===== src/rtl/calc_pkg.sv =====
// Shared sizes, key codes, operator and state encodings for the calculator controller.
package calc_pkg;

  localparam int unsigned DIGITS = 4;
  localparam int unsigned OP_W   = 14;
  localparam int unsigned RES_W  = 2 * OP_W;
  localparam logic [OP_W-1:0] MAX_OPND = OP_W'(10**DIGITS - 1);

  localparam logic [3:0] KEY_ADD = 4'd10;
  localparam logic [3:0] KEY_SUB = 4'd11;
  localparam logic [3:0] KEY_MUL = 4'd12;
  localparam logic [3:0] KEY_DIV = 4'd13;
  localparam logic [3:0] KEY_EQ  = 4'd14;
  localparam logic [3:0] KEY_CLR = 4'd15;

  typedef enum logic [1:0] {
    OP_ADD,
    OP_SUB,
    OP_MUL,
    OP_DIV
  } op_e;

  // ST_DIV_RUN is the multi-cycle tail of the calculation while the divider iterates.
  typedef enum logic [2:0] {
    ST_ENT_A,
    ST_OP_WAIT,
    ST_ENT_B,
    ST_CALC,
    ST_DIV_RUN,
    ST_RES,
    ST_ERR
  } state_e;

  function automatic op_e key_to_op(input logic [3:0] key);
    case (key)
      KEY_SUB: return OP_SUB;
      KEY_MUL: return OP_MUL;
      KEY_DIV: return OP_DIV;
      default: return OP_ADD;
    endcase
  endfunction

endpackage


===== src/rtl/calc_if.sv =====
// Key-event input and display-stage output bundle of the calculator controller.
interface calc_if;
  import calc_pkg::*;

  logic             key_flag;
  logic [3:0]       key_data;
  logic [RES_W-1:0] disp_val;
  logic             disp_neg;
  logic             err;
  logic             busy;
  logic             res_valid;

  modport master (
    output key_flag, key_data,
    input  disp_val, disp_neg, err, busy, res_valid
  );

  modport slave (
    input  key_flag, key_data,
    output disp_val, disp_neg, err, busy, res_valid
  );

endinterface


===== src/rtl/calc_div.sv =====
// Restoring divider: W iterations, first one on the start edge; done pulses with the quotient.
module calc_div
  import calc_pkg::*;
#(
  parameter int unsigned W = OP_W
) (
  input  logic         clk,
  input  logic         rst,
  input  logic         start,
  input  logic         abort,
  input  logic [W-1:0] dividend,
  input  logic [W-1:0] divisor,
  output logic         done,
  output logic [W-1:0] quotient
);

  localparam int unsigned CW = $clog2(W);

  logic [W-1:0]   rem;
  logic [W-1:0]   quo;
  logic [W-1:0]   dsr;
  logic [CW-1:0]  cnt;
  logic           run;
  logic [2*W-1:0] first_step;
  logic [2*W-1:0] next_step;

  // One shift-subtract step; returns {remainder, quotient/dividend shift register}.
  function automatic logic [2*W-1:0] div_step(input logic [W-1:0] r,
                                              input logic [W-1:0] q,
                                              input logic [W-1:0] d);
    logic [W:0] sh;
    sh = {r, q[W-1]};
    if (sh >= {1'b0, d}) begin
      sh = sh - {1'b0, d};
      return {sh[W-1:0], q[W-2:0], 1'b1};
    end
    return {sh[W-1:0], q[W-2:0], 1'b0};
  endfunction

  assign first_step = div_step('0, dividend, divisor);
  assign next_step  = div_step(rem, quo, dsr);
  assign quotient   = quo;

  // NOTE: sequential state uses non-blocking assignments so every flop sees pre-edge values.
  always_ff @(posedge clk or posedge rst) begin
    if (rst) begin
      rem  <= '0;
      quo  <= '0;
      dsr  <= '0;
      cnt  <= '0;
      run  <= 1'b0;
      done <= 1'b0;
    end else begin
      done <= 1'b0;
      if (abort) begin
        rem <= '0;
        quo <= '0;
        cnt <= '0;
        run <= 1'b0;
      end else if (start) begin
        {rem, quo} <= first_step;
        dsr        <= divisor;
        cnt        <= CW'(W - 1);
        run        <= 1'b1;
      end else if (run) begin
        {rem, quo} <= next_step;
        cnt        <= cnt - CW'(1);
        if (cnt == CW'(1)) begin
          run  <= 1'b0;
          done <= 1'b1;
        end
      end
    end
  end

endmodule


===== src/rtl/calc_ctrl.sv =====
// Calculator controller: operand entry, operator latch, evaluation and clear.
// Optional build macro CALC_CHAIN_EN lets an operator key in RES reuse the result as A.
module calc_ctrl
  import calc_pkg::*;
(
  input logic   clk,
  input logic   rst,
  calc_if.slave bus
);

  localparam int unsigned ENT_W = OP_W + 4;

  state_e           state, state_next;
  op_e              op, op_next;
  logic [OP_W-1:0]  a, a_next;
  logic [OP_W-1:0]  b, b_next;
  logic [RES_W-1:0] result, result_next;
  logic             neg, neg_next;
  logic             res_valid, res_valid_next;

  logic             key_digit, key_op, key_eq, key_clr;
  logic [ENT_W-1:0] a_ent, b_ent;
  logic [RES_W-1:0] arith;
  logic             arith_neg;
  logic             div_start, div_done;
  logic [OP_W-1:0]  quotient;

  assign key_digit = bus.key_flag && (bus.key_data <= 4'd9);
  assign key_op    = bus.key_flag && (bus.key_data >= KEY_ADD) && (bus.key_data <= KEY_DIV);
  assign key_eq    = bus.key_flag && (bus.key_data == KEY_EQ);
  assign key_clr   = bus.key_flag && (bus.key_data == KEY_CLR);

  // Candidate operand after appending the digit; wide enough to detect a fifth digit.
  assign a_ent = ENT_W'(a) * ENT_W'(10) + ENT_W'(bus.key_data);
  assign b_ent = ENT_W'(b) * ENT_W'(10) + ENT_W'(bus.key_data);

  always_comb begin
    arith     = '0;
    arith_neg = 1'b0;
    case (op)
      OP_ADD: arith = RES_W'(a) + RES_W'(b);
      OP_SUB: begin
        if (a >= b) begin
          arith = RES_W'(a - b);
        end else begin
          arith     = RES_W'(b - a);
          arith_neg = 1'b1;
        end
      end
      OP_MUL: arith = RES_W'(a) * RES_W'(b);
      default: arith = '0;
    endcase
  end

  calc_div #(.W(OP_W)) u_div (
    .clk      (clk),
    .rst      (rst),
    .start    (div_start),
    .abort    (key_clr),
    .dividend (a),
    .divisor  (b),
    .done     (div_done),
    .quotient (quotient)
  );

  // NOTE: every signal driven here gets a default first, so no path can infer a latch.
  always_comb begin
    state_next     = state;
    op_next        = op;
    a_next         = a;
    b_next         = b;
    result_next    = result;
    neg_next       = neg;
    res_valid_next = 1'b0;
    div_start      = 1'b0;

    case (state)
      ST_ENT_A: begin
        if (key_digit) begin
          if (a_ent <= ENT_W'(MAX_OPND)) a_next = a_ent[OP_W-1:0];
        end else if (key_op) begin
          op_next    = key_to_op(bus.key_data);
          state_next = ST_OP_WAIT;
        end
      end
      ST_OP_WAIT: begin
        if (key_digit) begin
          b_next     = OP_W'(bus.key_data);
          state_next = ST_ENT_B;
        end else if (key_op) begin
          op_next = key_to_op(bus.key_data);
        end
      end
      ST_ENT_B: begin
        if (key_digit) begin
          if (b_ent <= ENT_W'(MAX_OPND)) b_next = b_ent[OP_W-1:0];
        end else if (key_eq) begin
          state_next = ST_CALC;
        end
      end
      ST_CALC: begin
        if (op == OP_DIV) begin
          if (b == '0) begin
            state_next = ST_ERR;
          end else begin
            div_start  = 1'b1;
            state_next = ST_DIV_RUN;
          end
        end else begin
          result_next    = arith;
          neg_next       = arith_neg;
          res_valid_next = 1'b1;
          state_next     = ST_RES;
        end
      end
      ST_DIV_RUN: begin
        if (div_done) begin
          result_next    = RES_W'(quotient);
          neg_next       = 1'b0;
          res_valid_next = 1'b1;
          state_next     = ST_RES;
        end
      end
      ST_RES: begin
        if (key_digit) begin
          a_next     = OP_W'(bus.key_data);
          b_next     = '0;
          state_next = ST_ENT_A;
        end
`ifdef CALC_CHAIN_EN
        else if (key_op && !neg && (result <= RES_W'(MAX_OPND))) begin
          a_next     = result[OP_W-1:0];
          b_next     = '0;
          op_next    = key_to_op(bus.key_data);
          state_next = ST_OP_WAIT;
        end
`endif
      end
      default: ;
    endcase

    // Clear wins over everything, including an evaluation in flight.
    if (key_clr) begin
      state_next     = ST_ENT_A;
      op_next        = OP_ADD;
      a_next         = '0;
      b_next         = '0;
      result_next    = '0;
      neg_next       = 1'b0;
      res_valid_next = 1'b0;
      div_start      = 1'b0;
    end
  end

  always_ff @(posedge clk or posedge rst) begin
    if (rst) begin
      state     <= ST_ENT_A;
      op        <= OP_ADD;
      a         <= '0;
      b         <= '0;
      result    <= '0;
      neg       <= 1'b0;
      res_valid <= 1'b0;
    end else begin
      state     <= state_next;
      op        <= op_next;
      a         <= a_next;
      b         <= b_next;
      result    <= result_next;
      neg       <= neg_next;
      res_valid <= res_valid_next;
    end
  end

  always_comb begin
    bus.disp_val = '0;
    case (state)
      ST_ENT_A, ST_OP_WAIT:          bus.disp_val = RES_W'(a);
      ST_ENT_B, ST_CALC, ST_DIV_RUN: bus.disp_val = RES_W'(b);
      ST_RES:                        bus.disp_val = result;
      default:                       bus.disp_val = '0;
    endcase
  end

  assign bus.disp_neg  = (state == ST_RES) && neg;
  assign bus.err       = (state == ST_ERR);
  assign bus.busy      = (state == ST_CALC) || (state == ST_DIV_RUN);
  assign bus.res_valid = res_valid;

endmodule


===== src/flat_wrapper.sv =====
// flat-port wrapper written by rule: the top's interface ports become plain ports
module calc_ctrl_flat import calc_pkg::*;
  (clk, rst, bus_key_flag, bus_key_data, bus_disp_val, bus_disp_neg, bus_err, bus_busy, bus_res_valid);
  calc_if bus_i ();
  input logic clk;
  input logic rst;
  input wire logic [$bits(bus_i.key_flag)-1:0] bus_key_flag;
  input wire logic [$bits(bus_i.key_data)-1:0] bus_key_data;
  output wire logic [$bits(bus_i.disp_val)-1:0] bus_disp_val;
  output wire logic [$bits(bus_i.disp_neg)-1:0] bus_disp_neg;
  output wire logic [$bits(bus_i.err)-1:0] bus_err;
  output wire logic [$bits(bus_i.busy)-1:0] bus_busy;
  output wire logic [$bits(bus_i.res_valid)-1:0] bus_res_valid;
  assign bus_i.key_flag = bus_key_flag;
  assign bus_i.key_data = bus_key_data;
  assign bus_disp_val = bus_i.disp_val;
  assign bus_disp_neg = bus_i.disp_neg;
  assign bus_err = bus_i.err;
  assign bus_busy = bus_i.busy;
  assign bus_res_valid = bus_i.res_valid;
  calc_ctrl u_core (.clk(clk), .rst(rst), .bus(bus_i));
endmodule

===== config.mk =====
export PLATFORM = sky130hd
export DESIGN_NAME = calc_ctrl_flat
export DESIGN_NICKNAME = d
export VERILOG_FILES = /design/src/rtl/calc_pkg.sv /design/src/rtl/calc_if.sv /design/src/rtl/calc_div.sv /design/src/rtl/calc_ctrl.sv /design/src/flat_wrapper.sv
export SDC_FILE = /design/constraint.sdc
export NUM_CORES = 1
export LEC_CHECK = 0
export BUFFER_PORTS_ARGS = -buffer_cell sky130_fd_sc_hd__buf_2
export CAP_MARGIN = 40
export CELL_PAD_IN_SITES_DETAIL_PLACEMENT = 2
export CELL_PAD_IN_SITES_GLOBAL_PLACEMENT = 2
export CORE_ASPECT_RATIO = 0.7
export CORE_UTILIZATION = 42
export CTS_BUF_LIST = sky130_fd_sc_hd__clkbuf_2 sky130_fd_sc_hd__clkbuf_4 sky130_fd_sc_hd__clkbuf_8
export DETAILED_ROUTE_END_ITERATION = 8
export GPL_ROUTABILITY_DRIVEN = 0
export PLACE_DENSITY = 0.94
export RECOVER_POWER = 50
export REMOVE_ABC_BUFFERS = 1
export SLEW_MARGIN = 20
export SYNTH_ARGS = -nofsm -noshare
export SYNTH_HDL_FRONTEND = slang
export SYNTH_SLANG_ARGS = --single-unit
export TNS_END_PERCENT = 10

===== constraint.sdc =====
create_clock -name clk -period 12.3 [get_ports clk]
set_input_delay 1.845 -clock clk [delete_from_list [all_inputs] [get_ports clk]]
set_output_delay 1.845 -clock clk [all_outputs]
set_load 0.03 [all_outputs]

-- After elaboration in Yosys (flattened, before gate mapping)
Index checks and enable logic that the tools add are counted.
- register bits: 111
- output and inout port bits: 32
- logic and storage cells: 158
- $add $sub $neg: 8
- multipliers: 3
- $lt $le $gt $ge: 8
- eq/ne operators: 28
- muxes and demuxes: 72
- bitwise gates (word level): 1
- reduce and logical (&&, ||, !) cells: 25
- operators with widths (operator ; number):
    14-bit two-way mux ; 16
    28-bit two-way mux ; 8
    28-bit case mux with 3 select lines ; 2
    28-bit case mux with 2 select lines ; 1
    14-bit case mux with 3 select lines ; 1
    18-bit by 4-bit adder with 18-bit output ; 2
    18-bit by 14-bit <= comparator with 1-bit output, second input constant ; 2
    14-bit by 3-bit multiplier with 17-bit output, second input constant ; 2
    14-bit by 14-bit subtractor with 15-bit output ; 2
    14-bit by 14-bit multiplier with 28-bit output ; 1
    14-bit case mux with 2 select lines ; 1
    3-bit two-way mux ; 8
    3-bit by 1-bit != test with 1-bit output, second input constant ; 8
    1-bit two-way mux ; 22
    4-bit equality test, second input constant ; 5
    3-bit case mux with 6 select lines ; 1
    14-bit by 14-bit adder with 15-bit output ; 1
    15-bit by 14-bit >= comparator with 1-bit output ; 1
    1-bit by 14-bit >= comparator with 1-bit output ; 1
    14-bit >= comparator ; 1
    14-bit logical NOT ; 1
    1-bit by 14-bit subtractor with 14-bit output ; 1
    14-bit subtractor ; 1
    2-bit two-way mux ; 6
    31 further kinds ; 50

-- Longest topological paths before layout
- depth after elaboration: 7
- gate-level depth with buffers: 26
- mapped depth without buffers: 25

-- By module
Synthesis repeated with hierarchy kept, for this count alone.
- cells, all modules: 2094
- area, all modules: 17306.6 µm²
- by module, submodules not included (module ; times used ; cells each ; area an instance (µm²)):
    calc_ctrl ; 1 ; 1731 ; 14101.0
    calc_div ; 1 ; 363 ; 3205.6

-- Worst setup path after synthesis
OpenSTA, ideal clock, no wires.
- path type: reg2reg
- start: register u_core.b[4]
- end: register u_core.result[24]
- arrival: 6.346 ns
- data required time: 12.236 ns
- slack: 5.890 ns
- stages on the path, launching flop included: 25
- path buffers: 1
- clock period less this slack: 6.410 ns
- path through: dfrtp_1 -> inv_1 -> clkbuf_1 -> nor2_1 -> fa_1 -> inv_1 -> fa_1 -> inv_1 -> fa_1 -> fa_1 -> fa_1 -> inv_1 -> fa_1 -> inv_1 -> ha_1 -> a21oi_1 -> o21ai_0 -> a21oi_1 -> nor2_1 -> o311a_1 -> o32ai_1 -> o21a_1 -> nor2b_1 -> nor4b_1 -> a211o_1
- longest elaborated chain between the ends: 6
- elaborated cells on any way between the ends: 9
- those cells by class: add/sub: 2; mul: 1; order compare: 1; mux: 5
- RTL lines (element ; line ; text):
    from (decl) ; calc_ctrl.sv:16 ; logic [OP_W-1:0] b, b_next;
    from (signal assigned) ; calc_ctrl.sv:168 ; b <= b_next;
    parallel branches: the longest is 2 deep, another holds 14-bit by 14-bit multiplier with 28-bit output ; - ;
    28-bit case mux with 3 select lines (*) ; calc_ctrl.sv:40 ; case (op)
    28-bit two-way mux (*) ; calc_ctrl.sv:102 ; if (op == OP_DIV) begin
    28-bit case mux with 2 select lines (*) ; calc_ctrl.sv:77 ; case (state)
    28-bit two-way mux (*) ; calc_ctrl.sv:143 ; if (key_clr) begin
    to (signal assigned) ; calc_ctrl.sv:169 ; result <= result_next;
    to (decl) ; calc_ctrl.sv:17 ; logic [RES_W-1:0] result, result_next;
Every way passes the cells marked *. The select of a mux whose other input is x is not followed.
A chain may end at the register's enable or synchronous reset.

-- Worst setup path after layout
- start: register u_core.a[3]
- end: register u_core.result[27]
- longest elaborated chain between the ends: 6
- elaborated cells on any way between the ends: 9
- those cells by class: add/sub: 2; mul: 1; order compare: 1; mux: 5
- RTL lines (element ; line ; text):
    from (decl) ; calc_ctrl.sv:15 ; logic [OP_W-1:0] a, a_next;
    from (signal assigned) ; calc_ctrl.sv:167 ; a <= a_next;
    parallel branches: the longest is 2 deep, another holds 14-bit by 14-bit multiplier with 28-bit output ; - ;
    28-bit case mux with 3 select lines (*) ; calc_ctrl.sv:40 ;
    28-bit two-way mux (*) ; calc_ctrl.sv:102 ;
    28-bit case mux with 2 select lines (*) ; calc_ctrl.sv:77 ;
    28-bit two-way mux (*) ; calc_ctrl.sv:143 ;
Marks and branches as above.

==> summary.md <==
| Metric | Value |
|---|---|
| Status | `finished, violations left` |
| Failing checks | `max-capacitance violations, max-slew violations` |
| Max IR drop VDD | `0.134 mV` |
| CP arrival | `8.79 ns` |
| Placed cell count | `2590` |
| Die Wd | `245 um` |
| Layout area overhead | `5.28%` |
| CP peak stage delay | `0.84 ns` |
| Clock Latency Late Sink | `0.51 ns` |
| EDFF count, synth | `0` |
| 1st-iter DRT viols | `2029` |
| RR Startpoint | `u_core.a[3]` |
| Initial Util | `0.432` |
| Syn avg cell area | `8.35 um2` |
| CTS tree | `yes` |
| Netlist cell types | `112` |
| Total GRT Usage | `0.393` |
| Die area | `42200 um2` |
| CP required | `12.71 ns` |
| ANT nets after route | `0` |
| Hold Path Class | `flop to flop` |
| Multi-input gate area | `13100 um2` |
| Hold_sp | `u_core.result[20]` |
| # clock sinks | `111` |
| CTS Buf Count | `9` |
| Synth top area share | `0.172` |
| Largest net degree at the start of global routing | `58` |
| Leak Pwr | `9.02 nW` |
| Fin cells | `2619` |
| PD cells | `227 nW/um2` |
| R2r endpoint | `u_core.result[27]` |
| Largest fanout on the critical path | `13` |
| Most used cell, CP | `fa_1` |
| Hold Vio Cnt, Final | `0` |
| Via density | `6.94` |
| Vias | `18200` |
| Post-synth ARST share | `1.00` |
| Worst Max-Slew Pin Slew | `3.38 ns` |
| Cell accounting for the most synthesized area | `fa_1` |
| Buf+Inv Stages, Crit Path | `3` |
| Clk buf depth | `2` |
| Cell Area, Synth | `17400 um2` |
| Cell family with most CP delay | `adder cells` |
| Critical path class | `flop to flop` |
| Die height | `172 um` |
| CP max stage cell | `dfrtp_1` |
| Final TNS setup | `0 ns` |
| Grt total ovfl | `0` |
| Slew headroom | `-1.25` |
| Slew Limit Fails | `215` |
| Critical-path cell list | `clkinv_1 > nor2_1 > fa_1 > inv_1 > fa_1 > inv_1 > fa_1 > fa_1 > fa_1 > ha_1 > ha_1 > a21oi_1 > nor2_1 > a211oi_1 > o21ai_0 > o21ai_0 > nand2b_1 > a31oi_1 > o211ai_1 > xnor2_1 > a221o_1` |
| Final Critical Period | `8.38 ns` |
| Reg2Reg Setup Slack | `3.92 ns` |
| Ys flop type | `dfrtp_1` |
| DRT Pass-1 Iters | `6` |
| First-pass GRT wire length | `122 mm` |
| Clk slew on worst S/H paths | `0.14 ns` |
| Most frequent cells in the layout | `265 x inv_1, 231 x nand2_1, 207 x ha_1` |
| Buffers on Ports | `38` |
| Register area | `2780 um2` |
| # rows | `61` |
| Placeable Area | `40200 um2` |
| Max Clk Rate | `0.119 GHz` |
| Yosys warning count | `0` |
| Period Utilization, post-route | `0.681` |
| #FFs+latches synth | `111` |
| Max-Cap Viols | `5` |
| Initial antenna violation count | `5` |
| Worst r2r path cells | `21` |
| Post-CTS sizing | `0` |
| Hold path endpoint | `u_core.result[20]` |
| Residual DRC | `0` |
| Synth area leaders | `fa_1 17%, dfrtp_1 16%, ha_1 15%` |
| Hold Path Stages | `2` |
| Clock root cell | `clkbuf_8` |
| Final setup vio count | `0` |
| Critical Path End Type | `flop` |
| DP Wirelength | `64.4 mm` |
| Cts hold-fix bufs | `0` |
| Layout cells sized above 1 | `0.0783` |
| Post-CTS Setup Bufs | `0` |
| Commonest non-fill, non-tap cell in the layout | `inv_1` |
| CTS H-Tree Depth | `3` |
| CP Launch Type | `flop` |
| Drt wl/cell | `35.2 um` |
| DRT Wirelength | `92.3 mm` |
| Number of global-route vias before repair | `19100` |
| Sequential fraction of the synthesis area | `0.160` |
| Io pins | `39` |
| Final nets | `2439` |
| FILL cells | `4446` |
| Cell count after synthesis | `2079` |
| RSZ-0062 raised after global routing | `false` |
| Clock skew | `0.0284 ns` |
## cell families (layout without fill, tap and decap cells)
logic type	after synthesis	in the layout	share of synthesized area
flops	111	111	0.160
simple gates	640	640	0.175
buf+inv	372	374	0.0880
other cells	0	3	0
compound gates	473	473	0.187
mux	44	44	0.0264
xor+xnor	83	83	0.0423
fa+ha+maj	356	356	0.321
## state kept, by name (all words and copies together), names as in the netlist, 2 cells and up
| signal | cells |
|---|---|
| u_core.u_div.rem | 14 |
| u_core.u_div.dsr | 14 |
| u_core.op | 2 |
| u_core.u_div.quotient | 14 |
| u_core.u_div.cnt | 4 |
| u_core.b | 14 |
| u_core.result | 28 |
| u_core.a | 14 |
| u_core.state | 3 |
## Yosys cell counts, drive strengths merged (10+ instances only)
library cell,instances
nor3,38
a31oi,15
mux2,15
nand3,38
nor4,13
xnor2,56
a21o,31
nand4,12
a211oi,14
ha,207
a21oi,93
o21ai,126
nor2b,17
o21bai,17
and2,28
dfrtp,111
o21a,14
buf,24
a221oi,10
xor2,27
nand2,232
a22oi,26
nor2,179
fa,149
mux2i,29
clkbuf,72
nand2b,20
inv,267
a22o,13
o211ai,19
or3,11
## worst min-delay path: stages, from the launching register on
cell and delay [ns]:
dfrtp_1 0.37, a21oi_1 0.07, o21ai_0 0.07
## metrics by stage
step	cell area, um2	util	total power, mW	setup slack (ns)	hold WS, ns
after floorplan	16900	-	2.45	6.04	0.440
after global placement	18000	0.448	3.22	4.52	0.465
after detailed placement	18000	0.448	3.54	4.21	0.496
after CTS	18200	0.453	3.81	4.17	0.529
after global routing	18300	0.454	4.23	3.80	0.555
final	18300	0.455	4.16	3.92	0.538
## report_power, final
part           switching, mW  internal (mW)
combinational           2.23           1.03
sequential             0.168          0.460
clock                  0.182         0.0819
total                   2.58           1.57
## area by class of cell
class / instances / share of cell area
well taps: 535 / 0.0366
flip-flops and latches: 111 / 0.152
inverters: 276 / 0.0567
diodes: 3 / 0.000411
multi-input cells: 1596 / 0.715
clock inverters: 6 / 0.00281
repair buffers: 82 / 0.0286
clock buffers: 10 / 0.00753
## worst max path at each step
stage,start,to,slack [ns],cells past startpoint
floorplan,u_core.b[4],u_core.result[24],6.04,23
global placement,u_core.a[7],u_core.result[24],4.52,21
detailed placement,u_core.a[7],u_core.result[24],4.21,23
CTS,u_core.a[7],u_core.result[24],4.17,23
global route,u_core.a[5],u_core.result[27],3.80,21
finish,u_core.a[3],u_core.result[27],3.92,21
## routing by layer
layer  track usage  wire length [um]  share of wire
met4         0.257              7760          0.084
met5             0                35        0.00038
met1         0.483             34300           0.37
met3        0.0875             10100           0.11
met2         0.625             40100           0.43
(Power assumes the default switching activity.)
